<file path="src/rtl/if_id_skid_reg.sv">
// Fetch-to-decode pipeline register: 2-entry skid buffer with valid/ready handshake and decoded MIPS fields.
// Optional macro NOP_SQUASH_EN: all-zero instruction words are accepted but never enqueued.
module if_id_skid_reg #(
  parameter int INSTR_W = 32,
  parameter int PC_W    = 32
) (
  input  logic               clk,
  input  logic               rst,
  input  logic               flush,
  input  logic               in_valid,
  output logic               in_ready,
  input  logic [INSTR_W-1:0] in_instr,
  input  logic [PC_W-1:0]    in_pc,
  output logic               out_valid,
  input  logic               out_ready,
  output logic [INSTR_W-1:0] out_instr,
  output logic [PC_W-1:0]    out_pc,
  output logic [5:0]         out_opcode,
  output logic [4:0]         out_rs,
  output logic [4:0]         out_rt,
  output logic [4:0]         out_rd,
  output logic [4:0]         out_shamt,
  output logic [5:0]         out_funct,
  output logic [15:0]        out_imm16,
  output logic [1:0]         occupancy
);

  typedef enum logic [1:0] {
    EMPTY = 2'd0,
    ONE   = 2'd1,
    TWO   = 2'd2
  } state_e;

  state_e             state_q, state_d;
  logic [INSTR_W-1:0] main_instr_q, main_instr_d;
  logic [PC_W-1:0]    main_pc_q, main_pc_d;
  logic [INSTR_W-1:0] skid_instr_q, skid_instr_d;
  logic [PC_W-1:0]    skid_pc_q, skid_pc_d;
  logic               in_ready_q;
  logic               in_fire;
  logic               out_fire;
  logic               push;

  assign in_fire  = in_valid & in_ready_q;
  assign out_fire = (state_q != EMPTY) & out_ready;

`ifdef NOP_SQUASH_EN
  // A squashed NOP still completes its handshake; it simply never occupies a slot.
  assign push = in_fire & (in_instr != '0);
`else
  assign push = in_fire;
`endif

  always_comb begin
    state_d      = state_q;
    main_instr_d = main_instr_q;
    main_pc_d    = main_pc_q;
    skid_instr_d = skid_instr_q;
    skid_pc_d    = skid_pc_q;
    if (flush) begin
      state_d = EMPTY;
    end else begin
      unique case (state_q)
        EMPTY: begin
          if (push) begin
            main_instr_d = in_instr;
            main_pc_d    = in_pc;
            state_d      = ONE;
          end
        end
        ONE: begin
          if (push && out_fire) begin
            main_instr_d = in_instr;
            main_pc_d    = in_pc;
          end else if (push) begin
            skid_instr_d = in_instr;
            skid_pc_d    = in_pc;
            state_d      = TWO;
          end else if (out_fire) begin
            state_d = EMPTY;
          end
        end
        TWO: begin
          // in_ready is low here, so only a drain can happen.
          if (out_fire) begin
            main_instr_d = skid_instr_q;
            main_pc_d    = skid_pc_q;
            state_d      = ONE;
          end
        end
        default: state_d = EMPTY;
      endcase
    end
  end

  always_ff @(posedge clk or posedge rst) begin
    if (rst) begin
      state_q      <= EMPTY;
      main_instr_q <= '0;
      main_pc_q    <= '0;
      skid_instr_q <= '0;
      skid_pc_q    <= '0;
      in_ready_q   <= 1'b0;
    end else begin
      state_q      <= state_d;
      main_instr_q <= main_instr_d;
      main_pc_q    <= main_pc_d;
      skid_instr_q <= skid_instr_d;
      skid_pc_q    <= skid_pc_d;
      in_ready_q   <= (state_d != TWO);
    end
  end

  assign in_ready   = in_ready_q;
  assign out_valid  = (state_q != EMPTY);
  assign occupancy  = state_q;
  assign out_instr  = main_instr_q;
  assign out_pc     = main_pc_q;
  assign out_opcode = main_instr_q[31:26];
  assign out_rs     = main_instr_q[25:21];
  assign out_rt     = main_instr_q[20:16];
  assign out_rd     = main_instr_q[15:11];
  assign out_shamt  = main_instr_q[10:6];
  assign out_funct  = main_instr_q[5:0];
  assign out_imm16  = main_instr_q[15:0];

endmodule

</file>
<file path="config.mk">
export PLATFORM = sky130hd
export DESIGN_NAME = if_id_skid_reg
export DESIGN_NICKNAME = d
export VERILOG_FILES = /design/src/rtl/if_id_skid_reg.sv
export SDC_FILE = /design/constraint.sdc
export NUM_CORES = 1
export LEC_CHECK = 0
export ABC_AREA = 1
export CORE_AREA = 3 3 132 134
export DETAILED_ROUTE_END_ITERATION = 10
export DIE_AREA = 0 0 135 137
export GPL_TIMING_DRIVEN = 1
export PLACE_DENSITY = 0.68
export SLEW_MARGIN = 20
export SYNTH_ARGS = -nofsm -noshare
export SYNTH_HDL_FRONTEND = slang
export SYNTH_SLANG_ARGS = --single-unit
</file>
<file path="constraint.sdc">
create_clock -name clk -period 11.82 [get_ports clk]
set_input_delay 2.364 -clock clk [delete_from_list [all_inputs] [get_ports clk]]
set_output_delay 2.364 -clock clk [all_outputs]
set_load 0.03 [all_outputs]
</file>
==> summary.md, run 1 <==
| Metric | Value |
|---|---|
| Die Ht | 137 um |
| Gr busiest metal | met2 |
| Initial Util | 0.3946 |
| IO Count | ~190 |
| Root buf cell | clkbuf_16 |
| Multi-input logic area | ~2500 um2 |
| Max IR drop VDD | 0.09740 mV |
| Syn_area_per_cell | about 7.7 um2 |
| Synth top area cells | dfrtp_1 51%, nand2_1 23%, nand3_1 15% |
| Yosys cell types | 13 |
| Crit path largest cell delay | just under 0.7 ns |
| FF+latch area | around 3300 um2 |
| CTS tree | yes |
| Critical path fanouts, max | 70 |
| GR met2 Demand/Resource | 0.3066 |
| Yosys top cell area share | 0.5063 |
| Clock Path Buffers | 2 |
| Worst path bufs/invs | 3 |
| PwrDens | between 150 and 200 nW/um2 |
| Final Setup Violations | 0 |
| Row count | 47 |
| Fin crit share | 0.3909 |
| Top cells by count, synth | 393 x nand2_1, 193 x nand3_1, 131 x dfrtp_1, 59 x buf_4, 44 x buf_2 |
| Sequential share of the synthesized area | 0.5063 |
| Worst EP required | 9.46 ns |
| Resize count post-CTS | 0 |
| Drt total wl | roughly 17,000 um |
| Syn Inst Count | between 800 and 900 |
| Slowest-stage cell, CP | clkdlybuf4s50_1 |
| Clk_lat worst skew | about 0.42 ns |
| # Max-Cap Violations | 0 |
| Post-DP HPWL | about 9900 um |
| Post-synth ARST share | 1.000 |
| Total Power | approximately 0.0016 W |
| EDFF count, synth | 0 |
| Critical path endpoint category | output pin |
| Number of global-route vias before repair | around 5,600 |
| Crit path DAT | 2.26 ns |
| Reg2reg setup slack | 8.80 ns |
| Avg WL per Cell | roughly 15 um |
| CTS Buf Count | 17 |
| Input/output buffers | roughly 180 |
| Antenna violations before repair | 0 |
| Routed vias | roughly 5,700 |
| Post-layout min period | 4.620 ns |
| Total Nets Final | between 1,000 and 1,500 |
| Crit path kind | register to output pin |
| Mapped cell area | approximately 6500 um2 |
| Post-synth top area cell | dfrtp_1 |
| Leak | roughly 4.4 nW |
| Finished Core Util | 0.5234 |
| Post-route DRC violation count | 0 |
| Max Freq | 216.4 MHz |
| ANT cells | 0 |
| Via-to-Cell Ratio | 4.878 |
| Setup repair bufs after CTS | 0 |
| Count of final hold-check violations | 0 |
| Met3 usage | 0.03824 |
| Die W | between 100 and 150 um |
| CP delay by family, top | buffers and inverters |
| GR Layer Usage met1 | 0.2602 |
| Hold WC Path Type | register to register |
| 1st-pass router iterations | 6 |
| H-tree depth | 4 |
| # placed instances | ~1,100 |
| First-pass GRT wire length | 28,690 um |
| Fin Hold WS | about 0.47 ns |
| Finished Layout Cells | approximately 1,200 |
| Core area | 16,410 um2 |
| Syn Nets | between 900 and 1,000 |
| Layout fillers | between 1,500 and 2,000 |
| GR Util All Layers | 0.1919 |
| Setup TNS | 0 ns |
| Final antenna-violating net count | 0 |
| CTS clock-pin slew for the worst setup and hold paths | 0.05 ns |
| Yosys reg bits | around 130 |
| Startpoint types | register |
| Largest net degree at the start of global routing | just over 70 |
| Slew HR | 0.4421 |
| Status | complete, no violations |
| Hold-fix buffers at CTS | 0 |
| DRT iter0 DRCs | 616 |
| Yosys Warn Count | 0 |
| Die Footprint | roughly 18,000 um2 |
| Most numerous cell in the Yosys netlist | nand2_1 |
| Area Overhead vs Synth | 32.62% |
| GPL Wtd Cong | between 0.7 and 0.8 |
| Layout cells sized above 1 | 0.05439 |
| Critical Path, Cell by Cell | buf_4, inv_2, nand2_1, clkdlybuf4s50_1 |
| Post-synth top flop | dfrtp_1 |
| RSZ-0062 raised after global routing | no |
| Grt ovf | 0 |
| Worst Skew | around 0.008 ns |
| Worst slew pin tran | 0.8368 ns |
| Number of clock sinks | approximately 130 |
| Max Transition Viols Final | 0 |
[cells by family (layout without fill, tap and decap cells)]
logic type             Yosys count  in the layout  share of synthesized area
AND/OR/NAND/NOR                589            589                     0.3809
buffers and inverters          117            233                     0.1105
flip-flops                     131            131                     0.5063
AO/OA/AOI/OAI                    3              3                   0.002318
[cell usage in the layout, fill, tap and decap left out]
master / instances
nand2_1: 390
nand3_1: 192
clkdlybuf4s50_1: 184
dfrtp_1: 130
clkbuf_16: 17
buf_4: 9
clkinv_2: 5
clkbuf_8: 5
inv_1: 4
inv_2: 3
clkinvlp_4: 3
nor2_4: 2
nand2_2: 2
o21ai_0: 2
nor3_4: 1
nand2_4: 1
a21oi_1: 1
nand3_2: 1
inv_6: 1
clkbuf_1: 1
bufinv_16: 1
dfrtp_2: 1
[layout make-up]
class	count	area share
multi-input combinational	592	0.2926
tap	220	0.03206
clock buffer	23	0.05799
inverter	8	0.004080
clock inverter	9	0.009034
timing repair buffer	193	0.2224
sequential	131	0.3819
[routing by layer]
| layer | routed length (um) | vias to the layer above |
|---|---|---|
| met5 | 0 | - |
| met4 | 405 | 0 |
| met3 | 918 | 32 |
| met2 | 8077 | 170 |
| met1 | 7767 | 2694 |
| li1 | - | 2840 |
[flip-flops by register name, indices dropped and copies added (netlist names)]
signal and flops:
in_ready 1, skid_pc_q 32, out_pc 32, out_instr 32, occupancy 2, skid_instr_q 32
[metrics by stage]
step / area, um2 / worst slack, ns
after floorplan: 6475 / 5.958
after global placement: 8006 / 6.710
after detailed placement: 8011 / 6.753
after CTS: 8587 / 7.146
after global routing: 8587 / 7.007
final: 8587 / 7.200
[power breakdown]
| part | switching, W | total (W) | internal (W) |
|---|---|---|---|
| clock | 0.000195 | 0.000510 | 0.000315 |
| combinational | 0.000284 | 0.000475 | 0.000191 |
| sequential | 0.0000612 | 0.000611 | 0.000550 |
[worst paths after layout]
kind / end / depth (start not counted) / startpoint
max reg2reg: out_pc[31]$_DFFE_PP0P_ / 9 / occupancy[1]$_DFF_PP0_
max: out_valid / 4 / occupancy[1]$_DFF_PP0_
min in group asynchronous: out_instr[14]$_DFFE_PP0P_ / 2 / rst
max in group asynchronous: occupancy[1]$_DFF_PP0_ / 3 / rst
min: skid_instr_q[6]$_DFFE_PP0P_ / 2 / skid_instr_q[6]$_DFFE_PP0P_
min reg2reg: skid_instr_q[6]$_DFFE_PP0P_ / 2 / skid_instr_q[6]$_DFFE_PP0P_
[worst reg2reg max path, cell delays in order (launching register included)]
cell	delay, ns
dfrtp_2	0.38
buf_4	0.37
inv_2	0.14
nand2_1	0.08
nand2_2	0.06
buf_4	0.59
nand3_2	0.60
buf_4	0.49
nand2_1	0.15
nand2_1	0.06
No activity file was read; power rests on OpenSTA's default activity.
==> run 2, diff against run 1 <==
==> constraint.sdc (replaced) <==
create_clock -name clk -period 4.3 [get_ports clk]
set_input_delay 0.86 -clock clk [delete_from_list [all_inputs] [get_ports clk]]
set_output_delay 0.86 -clock clk [all_outputs]
set_load 0.03 [all_outputs]
==> summary.md, run 2 (synthesis results as in run 1) <==
| Metric | Value |
|---|---|
| Total Nets Final | 1,015 (+0.30%) |
| Finished Layout Cells | 1,178 (+0.17%) |
| Clock network fraction of total power | 0.324 (+0.005) |
| Drt total wl | 17,520 um (+2.0%) |
| Worst EP required | 3.44 ns (-6.02 ns) |
| Most frequent cells in the layout | 390 x nand2_1, 192 x nand3_1, 184 x clkdlybuf4s50_1 |
| Clk_lat worst skew | 0.41 ns (about the same) |
| Initial Util | 0.3946 (unchanged) |
| ANT cells | 0 (unchanged) |
| Crit path DAT | 2.05 ns (-0.21 ns) |
| GR Util All Layers | 0.1961 (+0.004206) |
| Max IR drop VDD | 0.2702 mV (+180%) |
| First-pass GRT wire length | 29,240 um (+1.9%) |
| Comb power frac | 0.296 (-0.002) |
| Clock Path Buffers | 2 (unchanged) |
| Critical Path, Cell by Cell | inv_2, nand2_1, clkdlybuf4s50_1 |
| Final antenna-violating net count | 0 (unchanged) |
| # Max-Cap Violations | 0 (unchanged) |
| Antenna violations before repair | 0 (unchanged) |
| DRT iter0 DRCs | 402 (-35%) |
| Core area | 16,410 um2 (unchanged) |
| Count of final hold-check violations | 0 (unchanged) |
| CTS Buf Count | 17 (unchanged) |
| CTS clock-pin slew for the worst setup and hold paths | 0.06 ns (about the same) |
| Post-route DRC violation count | 0 (unchanged) |
| Routed vias | 5,762 (+0.45%) |
| Root buf cell | clkbuf_16 |
| # placed instances | 1,147 (+0.26%) |
| Largest net degree at the start of global routing | 132 (+83%) |
| Max Freq | 344.0 MHz |
| Startpoint types | register |
| Layout cells sized above 1 | 0.05637 (+0.001974) |
| Area Overhead vs Synth | 33.26% |
| Die Footprint | 18,500 um2 (unchanged) |
| Worst Skew | 0.006666 ns (-0.001488 ns) |
| Die W | 135 um (unchanged) |
| IO Count | 185 (unchanged) |
| Critical path endpoint category | output pin |
| Post-layout min period | around 2.9 ns |
| Sw Share | 0.3351 (-0.003144) |
| GPL Wtd Cong | 0.7476 (+6.4%) |
| Grt ovf | 0 (unchanged) |
| RSZ-0062 raised after global routing | no |
| Avg WL per Cell | 14.87 um (+1.9%) |
| Layout fillers | 1,562 (+0.45%) |
| Fin crit share | 0.6761 |
| Slew HR | 0.4823 (+0.04022) |
| Number of global-route vias before repair | 5,757 (+3.5%) |
| Crit path largest cell delay | 0.77 ns (+0.09 ns) |
| Die Ht | 137 um (unchanged) |
| Switch Pwr | 0.001486 W (+180%) |
| Via-to-Cell Ratio | 4.891 (+0.28%) |
| Setup TNS | 0 ns (unchanged) |
| Crit path kind | register to output pin |
| CTS tree | yes |
| H-tree depth | 4 (unchanged) |
| Row count | 47 (unchanged) |
| Critical path fanouts, max | 28 (-60%) |
| 1st-pass router iterations | 4 (-2) |
| Setup repair bufs after CTS | 0 (unchanged) |
| Input/output buffers | 184 (unchanged) |
| Post-DP HPWL | 10,500 um (+6.4%) |
| Leading cell type in the layout, fill and taps excluded | nand2_1 |
| Worst slew pin tran | 0.7747 ns (-0.06217 ns) |
| Leak | 4.374 nW (+0.25%) |
| PwrDens | 514.1 nW/um2 (+180%) |
| Cell-internal power | 0.002949 W (+180%) |
| Resize count post-CTS | 0 (unchanged) |
| Hold WC Path Type | register to register |
| Max Transition Viols Final | 0 (unchanged) |
| Final Setup Violations | 0 (unchanged) |
| Sequential share of power | 0.380 (-0.003) |
| Status | complete, no violations |
| Slowest-stage cell, CP | dfrtp_2 |
| Number of clock sinks | 131 (unchanged) |
| Hold-fix buffers at CTS | 0 (unchanged) |
run 2: path summary, 6_finish.rpt:
check / start / endpoint / slack [ns] / depth (start not counted)
worst max-delay path: occupancy[1]$_DFF_PP0_ / out_valid / 1.39 / 3
worst min-delay path: skid_pc_q[10]$_DFFE_PP0P_ / skid_pc_q[10]$_DFFE_PP0P_ / 0.47 / 2
worst max register to register: occupancy[0]$_DFF_PP0_ / skid_instr_q[8]$_DFFE_PP0P_ / 1.60 / 8
worst min register to register: skid_pc_q[10]$_DFFE_PP0P_ / skid_pc_q[10]$_DFFE_PP0P_ / 0.47 / 2
max in group asynchronous: rst / occupancy[1]$_DFF_PP0_ / 2.67 / 3
min in group asynchronous: rst / out_instr[12]$_DFFE_PP0P_ / 0.93 / 3
run 2: area by class of cell:
type | instances | area, um2 | share of cell area
Sequential cell | 131 | 3279 | 0.3801
Multi-Input combinational cell | 592 | 2507 | 0.2906
Timing Repair Buffer | 196 | 1944 | 0.2253
Clock buffer | 22 | 484.2 | 0.05612
Tap cell | 220 | 275.3 | 0.03190
Clock inverter | 9 | 103.9 | 0.01204
Inverter | 8 | 33.78 | 0.003915
run 2: critical path: cells and delay by family, from the launching register on:
family | cells | cell delay [ns]
flip-flops | 1 | 0.77
buffers and inverters | 2 | 0.76
AND/OR/NAND/NOR | 1 | 0.12
run 2: power groups by stage:
stage	registers, W	logic, W	clock network, W
after floorplan	0.00190	0.000661	0
after global placement	0.00170	0.00131	0
after detailed placement	0.00170	0.00132	0
after CTS	0.00169	0.00133	0.00147
after global routing	0.00172	0.00142	0.00152
final	0.00169	0.00131	0.00144
run 2: stage by stage:
step,hold WS [ns],cell area (um2),utilization,power [W],setup slack (ns)
finish,0.4706,8628,0.5259,0.004435,1.393
global route,0.4879,8628,0.5259,0.004669,1.297
CTS,0.4726,8628,0.5259,0.004482,1.373
detailed placement,0.4589,8040,0.4900,0.003026,1.419
global placement,0.4534,8040,0.4900,0.003007,1.465
floorplan,0.4425,6479,-,0.002563,1.817
run 2: metal layers:
metal,vias up,routed length (um),GRT usage
met1,2718,7575,0.2481
met3,22,819,0.03824
met4,0,264,0.06159
li1,2837,-,-
met5,-,0,0
met2,185,8859,0.3405
==> run 3, diff against run 2 <==
--- a/config.mk
+++ b/config.mk
@@ -10,7 +10,7 @@
 export DETAILED_ROUTE_END_ITERATION = 10
 export DIE_AREA = 0 0 135 137
 export GPL_TIMING_DRIVEN = 1
-export PLACE_DENSITY = 0.68
+export PLACE_DENSITY = 0.7
 export SLEW_MARGIN = 20
 export SYNTH_ARGS = -nofsm -noshare
 export SYNTH_HDL_FRONTEND = slang
==> constraint.sdc (replaced) <==
create_clock -name clk -period 2.6 [get_ports clk]
set_input_delay 0.52 -clock clk [delete_from_list [all_inputs] [get_ports clk]]
set_output_delay 0.52 -clock clk [all_outputs]
set_load 0.03 [all_outputs]
==> summary.md, run 3 (synthesis results as in run 1) <==
| Metric | Value |
|---|---|
| Pre-CTS setup slack | 0.5200 ns (-0.8994 ns) |
| Number of clock sinks | 131 (unchanged) |
| Slowest-stage cell, CP | clkdlybuf4s50_1 |
| Stages on worst setup path | 3 (unchanged) |
| Input/output buffers | 184 (unchanged) |
| Most frequent cells in the layout | 390 x nand2_1, 192 x nand3_1, 184 x clkdlybuf4s50_1 |
| CP delay by family, top | buffers and inverters |
| Crit path largest cell delay | 0.68 ns (-0.09 ns) |
| ANT cells | 0 (unchanged) |
| Clock Path Buffers | 2 (unchanged) |
| Die W | 135 um (unchanged) |
| DRT iter0 DRCs | 473 (+18%) |
| Root buf cell | clkbuf_16 |
| Avg WL per Cell | 14.77 um (-0.67%) |
| Max Transition Viols Final | 0 (unchanged) |
| Critical path fanouts, max | 4 (-86%) |
| Worst slew pin tran | 0.6887 ns (-0.08596 ns) |
| Startpoint types | register |
| Count of final hold-check violations | 0 (unchanged) |
| Setup repair bufs after CTS | 0 (unchanged) |
| PwrDens | 837.0 nW/um2 (+63%) |
| CTS clock-pin slew for the worst setup and hold paths | 0.05 ns (about the same) |
| Core area | 16,410 um2 (unchanged) |
| Post-DP HPWL | 10,680 um (+1.7%) |
| Worst path bufs/invs | 2 (unchanged) |
| Leading cell type in the layout, fill and taps excluded | nand2_1 |
| Critical Path, Cell by Cell | inv_2, nand2_1, clkdlybuf4s50_1 |
| Worst Skew | 0.008220 ns (+0.001554 ns) |
| Via-to-Cell Ratio | 4.904 (+0.25%) |
| Post-layout min period | about 2.1 ns |
| CTS Buf Count | 17 (unchanged) |
| Max Freq | 465.6 MHz |
| 1st-pass router iterations | 4 (unchanged) |
| # Max-Cap Violations | 0 (unchanged) |
| Setup TNS | 0 ns (unchanged) |
| Die Ht | 137 um (unchanged) |
| Number of global-route vias before repair | 5,623 (-2.3%) |
| Hold WC Path Type | register to register |
| Post-Place Cell Area | 8120 um2 (+1.0%) |
| Fin crit share | 0.8260 |
| Initial Util | 0.3946 (unchanged) |
| R2R depth | 7 (-1) |
| GR Util All Layers | 0.1942 (-0.001920) |
| Critical path endpoint category | output pin |
| Total Power | 0.007272 W (+64%) |
| GPL Wtd Cong | 0.7683 (+2.8%) |
| IO Count | 185 (unchanged) |
| Final Setup Violations | 0 (unchanged) |
| Largest net degree at the start of global routing | 71 (-46%) |
| Worst setup margin | 0.4524 ns (-0.9403 ns) |
| Final antenna-violating net count | 0 (unchanged) |
| Drt total wl | 17,460 um (-0.34%) |
| Worst EP required | 2.08 ns (-1.36 ns) |
| First-pass GRT wire length | 28,810 um (-1.4%) |
| Total Nets Final | 1,019 (+0.39%) |
| Status | complete, no violations |
| Hold-fix buffers at CTS | 0 (unchanged) |
| Routed vias | 5,796 (+0.59%) |
| Design area | 8688 um2 (+0.70%) |
| Crit path kind | register to output pin |
| Antenna violations before repair | 0 (unchanged) |
| Die Footprint | 18,500 um2 (unchanged) |
| Clk_lat worst skew | 0.41 ns (about the same) |
| Slew HR | 0.5409 (+0.05853) |
| Crit path DAT | 1.63 ns (-0.42 ns) |
| RSZ-0062 raised after global routing | no |
| H-tree depth | 4 (unchanged) |
| Leak | 4.403 nW (+0.67%) |
| Layout cells sized above 1 | 0.06029 (+0.003924) |
| Resize count post-CTS | 0 (unchanged) |
| Area Overhead vs Synth | 34.18% |
| Grt ovf | 0 (unchanged) |
| CTS tree | yes |
| Row count | 47 (unchanged) |
| Max IR drop VDD | 0.4506 mV (+67%) |
| Cells on Worst Hold Path | 2 (unchanged) |
| Finished Core Util | 0.5296 (+0.003661) |
| Post-route DRC violation count | 0 (unchanged) |
run 3: cell count changes in the layout (fill, tap and decap cells not counted):
cell	before	now
buf_12	1	5
clkbuf_8	4	2
clkinv_2	4	7
clkinvlp_4	3	2
run 3: area by class of cell:
class / count / area, um2
fillers: 1564 / 7719
flip-flops and latches: 131 / 3279
multi-input cells: 592 / 2507
repair buffers: 200 / 2024
clock buffers: 20 / 456.7
well taps: 220 / 275.3
clock inverters: 11 / 111.4
inverters: 8 / 33.78
run 3: layer usage:
metal	part of all wire	vias to the layer above	track usage
met1	0.42	2727	0.2464
li1	-	2861	-
met5	0	-	0
met2	0.50	187	0.3338
met3	0.053	21	0.03676
met4	0.018	0	0.06775
run 3: final timing paths:
| path | from | end | slack [ns] |
|---|---|---|---|
| setup / recovery | occupancy[0]$_DFF_PP0_ | out_valid | 0.45 |
| hold / removal | skid_instr_q[31]$_DFFE_PP0P_ | skid_instr_q[31]$_DFFE_PP0P_ | 0.47 |
| setup reg to reg | occupancy[0]$_DFF_PP0_ | skid_instr_q[27]$_DFFE_PP0P_ | 0.69 |
| hold reg to reg | skid_instr_q[31]$_DFFE_PP0P_ | skid_instr_q[31]$_DFFE_PP0P_ | 0.47 |
| max in group asynchronous | rst | skid_pc_q[24]$_DFFE_PP0P_ | 1.68 |
| min in group asynchronous | rst | out_instr[21]$_DFFE_PP0P_ | 0.56 |
run 3: tightest hold or removal path: cells and delay by family (launching register included):
family        cells  cell delay (ns)
flops             1             0.33
simple gates      2             0.10
run 3: per-stage QoR:
stage          cells  hold WS [ns]
5_1_grt         1182        0.4852
4_1_cts         1182        0.4717
2_1_floorplan    840        0.4425
3_3_place_gp    1151        0.4539
6_report        1182        0.4666
3_5_place_dp    1151        0.4585
run 3: report_power, final:
group / internal, W / total (W) / switching [W] / leakage [nW]
clock: 0.00144 / 0.00230 / 0.000853 / 0.285
sequential: 0.00250 / 0.00279 / 0.000287 / 1.64
combinational: 0.000889 / 0.00219 / 0.00130 / 2.47
